$ cat config.mk
export PLATFORM = sky130hd
export DESIGN_NAME = arbiter_burst
export DESIGN_NICKNAME = d
export VERILOG_FILES = /design/src/rtl/arbiter_pkg.sv /design/src/rtl/arbiter_rr_pick.sv /design/src/rtl/arbiter_burst.sv
export SDC_FILE = /design/constraint.sdc
export NUM_CORES = 1
export LEC_CHECK = 0
export ABC_AREA = 1
export CAP_MARGIN = 20
export CORE_MARGIN = 1
export CORE_UTILIZATION = 35
export CTS_CLUSTER_DIAMETER = 80
export DETAILED_ROUTE_END_ITERATION = 10
export DONT_BUFFER_PORTS = 1
export PLACE_DENSITY = 0.61
export SYNTH_ARGS = -nofsm -noshare
export SYNTH_HDL_FRONTEND = slang
export SYNTH_SLANG_ARGS = --single-unit
$ cat constraint.sdc
create_clock -name clk -period 3.7 [get_ports clk]
set_input_delay 0.74 -clock clk [delete_from_list [all_inputs] [get_ports clk]]
set_output_delay 0.74 -clock clk [all_outputs]
set_load 0.02 [all_outputs]
$ cat src/rtl/arbiter_pkg.sv
// ============================================================
// arbiter_pkg : shared state encoding and helper functions
// Rev 1.0
// ============================================================
`default_nettype none

package arbiter_pkg;

  typedef enum logic [0:0] {
    ARB_IDLE  = 1'b0,
    ARB_GRANT = 1'b1
  } arb_state_t;

  function automatic int clog2(input int value);
    int r;
    r = 0;
    for (int v = value - 1; v > 0; v = v >> 1) begin
      r = r + 1;
    end
    return r;
  endfunction

  function automatic int oh2idx(input logic [31:0] oh);
    int idx;
    idx = 0;
    for (int i = 0; i < 32; i++) begin
      if (oh[i]) idx = i;
    end
    return idx;
  endfunction

endpackage

`default_nettype wire

$ cat src/rtl/arbiter_rr_pick.sv
// ============================================================
// arbiter_rr_pick : rotated priority encoder, one-hot winner from ptr upward
// Rev 1.0
// ============================================================
`default_nettype none

module arbiter_rr_pick
  import arbiter_pkg::*;
#(
  parameter int NUM_PORTS = 6
) (
  input  logic [NUM_PORTS-1:0]        request,
  input  logic [clog2(NUM_PORTS)-1:0] ptr,
  output logic [NUM_PORTS-1:0]        pick
);

  localparam int OW = clog2(NUM_PORTS);

  logic [NUM_PORTS-1:0] w_rot;
  logic [NUM_PORTS-1:0] w_first;

  // Rotate so ptr lands at bit 0, isolate lowest set bit, rotate back.
  always_comb begin
    logic [OW-1:0] idx;
    w_rot = '0;
    for (int k = 0; k < NUM_PORTS; k++) begin
      idx      = OW'((int'(ptr) + k) % NUM_PORTS);
      w_rot[k] = request[idx];
    end
  end

  assign w_first = w_rot & (~w_rot + NUM_PORTS'(1));

  always_comb begin
    logic [OW-1:0] idx;
    pick = '0;
    for (int k = 0; k < NUM_PORTS; k++) begin
      idx = OW'((int'(ptr) + k) % NUM_PORTS);
      if (w_first[k]) pick[idx] = 1'b1;
    end
  end

endmodule

`default_nettype wire

$ cat src/rtl/arbiter_burst.sv
// ============================================================
// arbiter_burst : round-robin arbiter granting multi-cycle bursts
// Optional burst extension via `lock` when ARBITER_LOCK_EN is defined.  Rev 1.0
// ============================================================
`default_nettype none

module arbiter_burst
  import arbiter_pkg::*;
#(
  parameter int NUM_PORTS = 6,
  parameter int MAX_BURST = 16
) (
  input  logic                        clk,
  input  logic                        rst,
  input  logic [NUM_PORTS-1:0]        request,
`ifdef ARBITER_LOCK_EN
  input  logic                        lock,
`endif
  output logic [NUM_PORTS-1:0]        grant,
  output logic [clog2(NUM_PORTS)-1:0] owner,
  output logic                        active
);

  localparam int OW = clog2(NUM_PORTS);
  localparam int CW = clog2(MAX_BURST + 1);

  arb_state_t           r_state, w_state_nxt;
  logic [NUM_PORTS-1:0] r_grant, w_grant_nxt, w_pick;
  logic [OW-1:0]        r_owner, w_owner_nxt, r_ptr, w_ptr_nxt, w_pick_idx;
  logic [CW-1:0]        r_cnt, w_cnt_nxt;
  logic                 r_active;
  logic                 w_at_limit, w_limit_rel, w_release;

  arbiter_rr_pick #(.NUM_PORTS(NUM_PORTS)) u_pick (
    .request (request),
    .ptr     (r_ptr),
    .pick    (w_pick)
  );

  assign w_pick_idx = OW'(oh2idx(32'(w_pick)));
  assign w_at_limit = (r_cnt == CW'(MAX_BURST));

`ifdef ARBITER_LOCK_EN
  assign w_limit_rel = w_at_limit && !lock;
`else
  assign w_limit_rel = w_at_limit;
`endif

  assign w_release = !request[r_owner] || w_limit_rel;

  always_comb begin
    w_state_nxt = r_state;
    w_grant_nxt = r_grant;
    w_owner_nxt = r_owner;
    w_ptr_nxt   = r_ptr;
    w_cnt_nxt   = r_cnt;
    case (r_state)
      ARB_IDLE: begin
        if (|request) begin
          w_state_nxt = ARB_GRANT;
          w_grant_nxt = w_pick;
          w_owner_nxt = w_pick_idx;
          w_cnt_nxt   = CW'(1);
        end
      end
      ARB_GRANT: begin
        if (w_release) begin
          w_state_nxt = ARB_IDLE;
          w_grant_nxt = '0;
          w_ptr_nxt   = (r_owner == OW'(NUM_PORTS - 1)) ? '0 : r_owner + OW'(1);
        end else if (!w_at_limit) begin
          // Saturation only matters while a lock is holding the burst open.
          w_cnt_nxt = r_cnt + CW'(1);
        end
      end
      default: begin
        w_state_nxt = ARB_IDLE;
        w_grant_nxt = '0;
      end
    endcase
  end

  always_ff @(posedge clk or posedge rst) begin
    if (rst) begin
      r_state  <= ARB_IDLE;
      r_grant  <= '0;
      r_owner  <= '0;
      r_ptr    <= '0;
      r_cnt    <= '0;
      r_active <= 1'b0;
    end else begin
      r_state  <= w_state_nxt;
      r_grant  <= w_grant_nxt;
      r_owner  <= w_owner_nxt;
      r_ptr    <= w_ptr_nxt;
      r_cnt    <= w_cnt_nxt;
      r_active <= |w_grant_nxt;
    end
  end

  assign grant  = r_grant;
  assign owner  = r_owner;
  assign active = r_active;

endmodule

`default_nettype wire

# Yosys cells after proc, flatten, opt, wreduce, memory -nomap -nowiden
# Cells that the tools add are included.
[totals] ff_bits=19 inputBits=8 output_inout_bits=10 word_cells=107
[classes] add_sub_neg=8 n_div=6 n_lt_le_gt_ge=13 eq_ne=5 muxes=48 bitwise=8 n_reduce_logical=13
[op_table] op="remainder unit 32 x 4 -> 32 bit (second input constant)" n=5
[op_table] op="2-to-1 mux 6 bit" n=8
[op_table] op="remainder unit 4 x 4 -> 32 bit (second input constant)" n=1
[op_table] op="OR 6 bit" n=5
[op_table] op="less-than comparator 3 x 4 -> 1 bit (second input constant)" n=7
[op_table] op="binary-select mux 1 bit (select 3 bit)" n=7
[op_table] op="demux 1 bit (select 3 bit)" n=6
[op_table] op="greater-or-equal comparator 3 x 1 -> 1 bit (second input constant)" n=6
[op_table] op="2-to-1 mux 1 bit" n=16
[op_table] op="2-to-1 mux 3 bit" n=5
[op_table] op="2-to-1 mux 5 bit" n=3
[op_table] op="one-hot mux 6 bit (2 select lines)" n=1
[op_table] op="OR reduction 6 bit" n=2
[op_table] op="one-hot mux 5 bit (2 select lines)" n=1
[op_table] op="adder 3 x 2 -> 4 bit (second input constant)" n=2
[op_table] op="adder 3 x 3 -> 4 bit (second input constant)" n=2
[op_table] op="adder 6 x 1 -> 6 bit (second input constant)" n=1
[op_table] op="bitwise AND 6 bit" n=1
[op_table] op="logical AND 1 bit" n=6
[op_table] op="inequality test 2 bit (second input constant)" n=3
[op_table] op="inverter 6 bit" n=1
[op_table] op="adder 5 x 1 -> 5 bit (second input constant)" n=1
[op_table] op="== test 5 bit (second input constant)" n=1
[op_table] op="adder 3 x 1 -> 4 bit (second input constant)" n=1
[op_table] op="8 further kinds" n=9

# Depth between registers and ports, before layout
# Gate-level depths: netlist (run 1).
[depth] depth_word=23 mapped_depth=27 ltp_nobuf=25

# Modules after synthesis
# A second synthesis (run 1) with hierarchy kept.
[unflattened] hier_cells=372 hier_area_um2=2260.9
[modules_own_cells] mod="arbiter_rr_pick" instances=1 cells_each=235 area_each_um2=1198.6 seq_area_each_um2=0.0
[modules_own_cells] mod="arbiter_burst" instances=1 cells_each=137 area_each_um2=1062.3 seq_area_each_um2=475.5

# Least setup slack after synthesis (run 1)
# No wires, ideal clock.
[synth_path] kind="register -> register" from="register r_ptr[0]" to="register r_owner[1] (netlist: owner[1])" setup_ns=0.074 t_arrival_ns=2.741 required_time_ns=3.626 setup_slack_ns=0.884 path_stages_with_launch=24 path_buffers=2 synth_period_minus_slack_ns=2.816 path_cell_list="dfrtp_1 > buf_6 > buf_6 > inv_1 > ha_1 > inv_1 > nand2_1 > nand2_2 > ha_1 > inv_1 > nand3_1 > nand2_1 > nand2_1 > nand2_1 > nand2_2 > inv_1 > nand2_2 > nand3_2 > inv_2 > nor2_4 > nand4_1 > and2_1 > and3_1 > o21ai_2"
[synth_via] elab_chain_cells=21 word_cells_on_any_way=71 classes_between="6 x add/sub; 6 x div; 12 x order compare; 34 x mux; 7 x bitwise; 6 x reduce/logical"
[synth_lines] element="from (decl)" line="arbiter_burst.sv:29" text="logic [OW-1:0] r_owner, w_owner_nxt, r_ptr, w_ptr_nxt, w_pick_idx;"
[synth_lines] element="from (signal assigned)" line="arbiter_burst.sv:95" text="r_ptr <= w_ptr_nxt;"
[synth_lines] element="parallel branches: the longest is 16 deep, another holds remainder unit 32 x 4 -> 32 bit"
[synth_lines] element="2-to-1 mux 6 bit *" line="arbiter_rr_pick.sv:39" text="if (w_first[k]) pick[idx] = 1'b1;"
[synth_lines] element="2-to-1 mux 3 bit (3 in a row)" line="arbiter_pkg.sv:27" text="if (oh[i]) idx = i;"
[synth_lines] element="2-to-1 mux 3 bit *" line="arbiter_pkg.sv:27"
[synth_lines] element="to (signal assigned)" line="arbiter_burst.sv:94" text="r_owner <= w_owner_nxt;"
[synth_lines] element="to (decl)" line="arbiter_burst.sv:29"
# Mark *: on every way between the ends. The select of a mux whose other input is x is not followed.
# A chain may end at the register's enable or synchronous reset.

# Final worst setup path (run 1)
[layout_path] from="register r_ptr[1]" to="register r_active (netlist: active)"
[layout_via] elab_chain_cells=20 word_cells_on_any_way=70 classes_between="6 x add/sub; 6 x div; 12 x order compare; 32 x mux; 7 x bitwise; 7 x reduce/logical"
[layout_lines] element="parallel branches: the longest is 16 deep, another holds remainder unit 32 x 4 -> 32 bit"
[layout_lines] element="2-to-1 mux 6 bit *" line="arbiter_rr_pick.sv:39"
[layout_lines] element="2-to-1 mux 6 bit *" line="arbiter_burst.sv:59" text="if (|request) begin"
[layout_lines] element="one-hot mux 6 bit (2 select lines) *" line="arbiter_burst.sv:57" text="case (r_state)"
[layout_lines] element="net w_grant_nxt[1]" line="arbiter_burst.sv:28" text="logic [NUM_PORTS-1:0] r_grant, w_grant_nxt, w_pick;"
[layout_lines] element="OR reduction 6 bit *" line="arbiter_burst.sv:97" text="r_active <= |w_grant_nxt;"
[layout_lines] element="to (signal assigned)" line="arbiter_burst.sv:97"
[layout_lines] element="to (decl)" line="arbiter_burst.sv:31" text="logic r_active;"
# Mark *: on every way through the listed nets, which the timed path passes. The select of a mux whose other input is x is not followed.

==> results.yml, run 1 <==
run_status:
  run_status: "completed"
place:
  dp_hpwl_um: 4170
  port_buffers: 0
  finalWeightedCongestion: 0.855
  dp_slack_ns: 0.498
timing:
  whs_ns: 0.492
  rsz0062_at_grt: "false"
  finalHoldViolCount: 0
  fmax_mhz: 312
  post-route-period-util_pct: 86.7
  final_max_slew_viol_count: 0
  fin_skew_ns: 0.00170
  slew_headroom_pct: 51.0
  min_period_ns: 3.21
  max_slew.worst_pin.slew_ns: 0.734
  setup_viol: 0
  timing.final.ws_setup_ns: 0.494
  setup_tns_ns: 0
synth:
  syn_area_um2: 2120
  synth-seq-cells: 19
  synth-edff-count: 0
  ys_seq_area_share_pct: 22.4
  ys_top_cells_by_area: "dfrtp_1, nand2_1, inv_1"
  netlist-cell-type-count: 32
  yosysTopAreaCell: "dfrtp_1"
  synthFlopType: "dfrtp_1"
  synth_top_area_share_pct: 22.4
  syn_area_per_cell_um2: 6.24
  syn_nets: 360
  ys_warn_count: 0
  synthArstFlopShare_pct: 100
  synth_cells: 340
layout:
  syn_to_final_growth_pct: 5.48
  final_cell_mix: "nand2_1, inv_1, nor2_1"
  antenna_cells: 0
  drive_above_1_share_pct: 12.9
  fin_nets: 362
  mostFrequentLayoutCell: "nand2_1"
  fin_util_pct: 39.4
drt:
  vias: 2023
  firstDrtPassIters: 4
  avgRoutedWirePerCell_um: 12.4
  drt-total-wl_um: 5110
  post_drt_via_cell_ratio: 4.90
  antenna_left: 0
  drc: 0
  drt-initial-drc-count: 125
global_route:
  grt_pass1_vias: 1966
  grt_pass1_wl_um: 8760
  overflow: 0
  top_usage_layer: "met2"
  grt_max_degree: 20
  grtUsageMet1_pct: 23.7
  antenna_found_initial: 0
  grt_use_met2_pct: 29.0
  grt.met3_usage_pct: 2.06
  grt_usage_pct: 17.2
critical_path:
  critPathSlowestCell: "dfrtp_1"
  crit_type: "reg2reg"
  required_ns: 3.84
  crit_buf_inv: 3
  crit_cells: 21
  cp-end-kind: "flop"
  cp_max_fo: 6
  critical_path_arrival_ns: 3.35
  worstPathCellList: "inv_1 > ha_1 > a21oi_1 > inv_1 > ha_1 > inv_1 > nand3_1 > nand2_1 > nand3_1 > nand2_2 > nand2_1 > nand2_2 > nand3_2 > nand3_2 > nor2_1 > nor2_2 > nand3_1 > nand2_1 > nand2_1 > nor2_1 > nand3_1"
  critPathLaunchType: "flop"
  slowest_delay_ns: 0.46
  r2r_cells: 21
  crit_family: "simple AND/OR/NAND/NOR gates"
cts:
  clockBufferDepth: 2
  cts_root_buffer: "clkbuf_8"
  tritoncts: "yes"
  insertion_delay_ns: 0.25
  hold_buffers: 0
  numCtsBuffers: 3
  clk_pin_slew_ns: 0.07
  cts_resized: 0
  cts.sinks: 19
  post_cts_buffers: 0
  cts_max_level: 1
floorplanning:
  pin_count: 18
  core_um2: 5680
  dieArea_um2: 6380
  die_w_um: 79.9
  initial_core_util_pct: 37.4
  row_count: 27
  die_h_um: 79.9
worst_hold_path:
  hp-class: "in2async"
job:
  maxCapViolCount: 0
-- worst paths after layout --
check / startpoint / end / slack (ns)
setup / recovery: r_ptr[1] / active / 0.49
hold / removal: rst / r_ptr[1] / 0.49
setup reg to reg: r_ptr[1] / active / 0.49
hold reg to reg: r_cnt[4] / r_cnt[4] / 0.54
max in group asynchronous: rst / active / 2.74
min in group clk: r_cnt[4] / r_cnt[4] / 0.54
-- registers in the layout, summed over array words and instances (netlist names) --
signal	count
active	1
r_state	1
r_cnt	5
owner	3
r_ptr	3
grant	6
-- per-layer routing --
metal,wire length [um],vias up
met5,0,-
met4,18,0
met3,166,2
met2,2360,33
met1,2560,905
li1,-,1083
-- cell type report --
class	count	area, um^2
Inverter	58	218
Fill cell	608	3440
Timing Repair Buffer	2	15.0
Clock inverter	1	5.00
Tap cell	72	90.1
Sequential cell	19	475
Clock buffer	3	41.3
Multi-Input combinational cell	258	1390
-- kinds of logic after synthesis --
family	share of synthesized area (%)
fa+ha+maj	7.08
flops	22.4
compound gates	13.1
simple gates	44.6
buf+inv	11.9
xor+xnor	0.826
-- metrics by stage --
stage          cell area [um^2]  instances
6_report                   2240        413
3_5_place_dp               2190        409
2_1_floorplan              2120        340
3_3_place_gp               2190        409
4_1_cts                    2240        413
5_1_grt                    2240        413
-- cell usage after synthesis, types with 5 or more instances --
master,number
nor2_1,44
ha_1,12
inv_2,8
dfrtp_1,19
o21ai_0,24
nand3_1,26
nand2_2,10
nand2_4,5
nand2_1,89
inv_1,50
nand4_1,8
a21oi_1,6
Power of run 1 is not shown: default switching activity piles up to over one toggle a cycle in this logic, so the estimate is an artifact.
==> inputs of run 2 (changes only) <==
- CELL_PAD_IN_SITES_DETAIL_PLACEMENT: not set -> 1
- CELL_PAD_IN_SITES_GLOBAL_PLACEMENT: not set -> 1
- PLACE_DENSITY: 0.61 -> 0.64
==> run 2 against run 1 <==
Routed wire length is 19% higher. Hold slack better by 0.0076 ns. Final cell count is 0.24% higher. Critical path depth stayed put. Clock skew is 0.0064 ns higher. Critical path type unchanged. Largest cell class unchanged. Highest routed layer unchanged.
==> results.yml, run 2 (synthesis gave the netlist of run 1 again) <==
run_status:
  run_status: "completed"
drt:
  antenna_left: 0
  vias: 2100
  post_drt_via_cell_ratio: 5.07
  firstDrtPassIters: 4
  drt-initial-drc-count: 68
  avgRoutedWirePerCell_um: 14.7
  drc: 0
  drt-total-wl_um: 6090
global_route:
  antenna_found_initial: 0
  grt_pass1_wl_um: 10900
  grt_pass1_vias: 2221
  grt_max_degree: 20
  overflow: 0
  grt_usage_pct: 21.9
critical_path:
  required_ns: 3.85
  cp-end-kind: "flop"
  crit_type: "reg2reg"
  r2r_cells: 21
  r2r-start: "r_ptr[1]"
  worstSetupEndpoint: "active"
  cp_max_fo: 6
  critical_path_arrival_ns: 3.34
  r2r_end: "active"
  critPathLaunch: "r_ptr[1]"
  critPathLaunchType: "flop"
  rrSetupSlack_ns: 0.51
timing:
  min_period_ns: 3.19
  post-route-period-util_pct: 86.2
  timing.final.ws_setup_ns: 0.511
  finalHoldViolCount: 0
  rsz0062_at_grt: "false"
  setup_viol: 0
  setup_tns_ns: 0
  fin_skew_ns: 0.00810
  slew_headroom_pct: 49.4
  fmax_mhz: 314
  final_max_slew_viol_count: 0
  max_slew.worst_pin.slew_ns: 0.757
layout:
  fill_cells: 784
  fin_util_pct: 39.6
  final_cell_mix: "nand2_1, inv_1, nor2_1"
  final_cells: 414
  syn_to_final_growth_pct: 5.78
  largest_reg_flops: 6
  antenna_cells: 0
  drive_above_1_share_pct: 12.9
  fin_nets: 363
  mostFrequentLayoutCell: "nand2_1"
floorplanning:
  pin_count: 18
  dieArea_um2: 6380
  core_um2: 5680
  row_count: 27
  die_h_um: 79.9
  die_w_um: 79.9
  initial_core_util_pct: 37.4
place:
  dp_slack_ns: 0.474
  port_buffers: 0
  dp_hpwl_um: 5190
  finalWeightedCongestion: 0.818
  place_inst: 410
cts:
  clockBufferDepth: 2
  cts_resized: 0
  tritoncts: "yes"
  cts_root_buffer: "clkbuf_8"
  cts_max_level: 1
  hold_buffers: 0
  clk_pin_slew_ns: 0.08
  insertion_delay_ns: 0.26
  cts.sinks: 19
  numCtsBuffers: 3
  post_cts_buffers: 0
job:
  maxCapViolCount: 0
worst_hold_path:
  hp-class: "in2async"
[run 2: cell count changes in the layout (fill, tap and decap cells not counted), sizes merged]
cell    change
buf         +1
clkbuf      +1
clkinv      -1
[run 2: per-stage QoR]
step                      hold WS (ns)  instance area [um^2]
after detailed placement         0.582                  2200
after CTS                        0.527                  2240
after global placement           0.524                  2200
after global routing             0.570                  2240
after floorplan                  0.490                  2120
final                            0.500                  2240
[run 2: worst min-delay path by stage]
stage                        start  endpoint  slack, ns  cells past startpoint
final                          rst  owner[2]       0.50                      1
after global routing           rst  owner[1]       0.57                      1
after CTS                      rst  r_ptr[0]       0.53                      1
after detailed placement  r_cnt[4]  r_cnt[4]       0.58                      2
after global placement    r_cnt[4]  r_cnt[4]       0.52                      2
after floorplan           r_cnt[4]  r_cnt[4]       0.49                      2
[run 2: worst max-delay path, cell delays in order, from the launching register on]
cell     delay [ns]
dfrtp_1        0.44
inv_1          0.13
ha_1           0.28
a21oi_1        0.28
inv_1          0.10
ha_1           0.29
inv_1          0.05
nand3_1        0.07
nand2_1        0.10
nand2_1        0.08
nand2_1        0.09
nand2_2        0.10
nand3_1        0.12
nand3_2        0.13
nand3_2        0.17
nor2_1         0.06
nor2_1         0.12
nand3_1        0.11
nand2_1        0.09
nand2_1        0.06
nor2_1         0.12
nand3_1        0.08
[run 2: layout make-up]
class | count | area [um^2] | area share (%)
inverters | 58 | 218 | 9.70
repair buffers | 3 | 22.5 | 1.00
clock buffers | 4 | 45.0 | 2.01
flip-flops and latches | 19 | 475 | 21.2
well taps | 72 | 90.1 | 4.01
multi-input cells | 258 | 1390 | 62.1
[run 2: per-layer routing]
metal,wire (um),GRT usage (%)
met1,3110,31.3
met2,2700,35.2
met3,225,3.54
met4,48,3.21
met5,0,0
Power of run 2 is left out for the same reason.
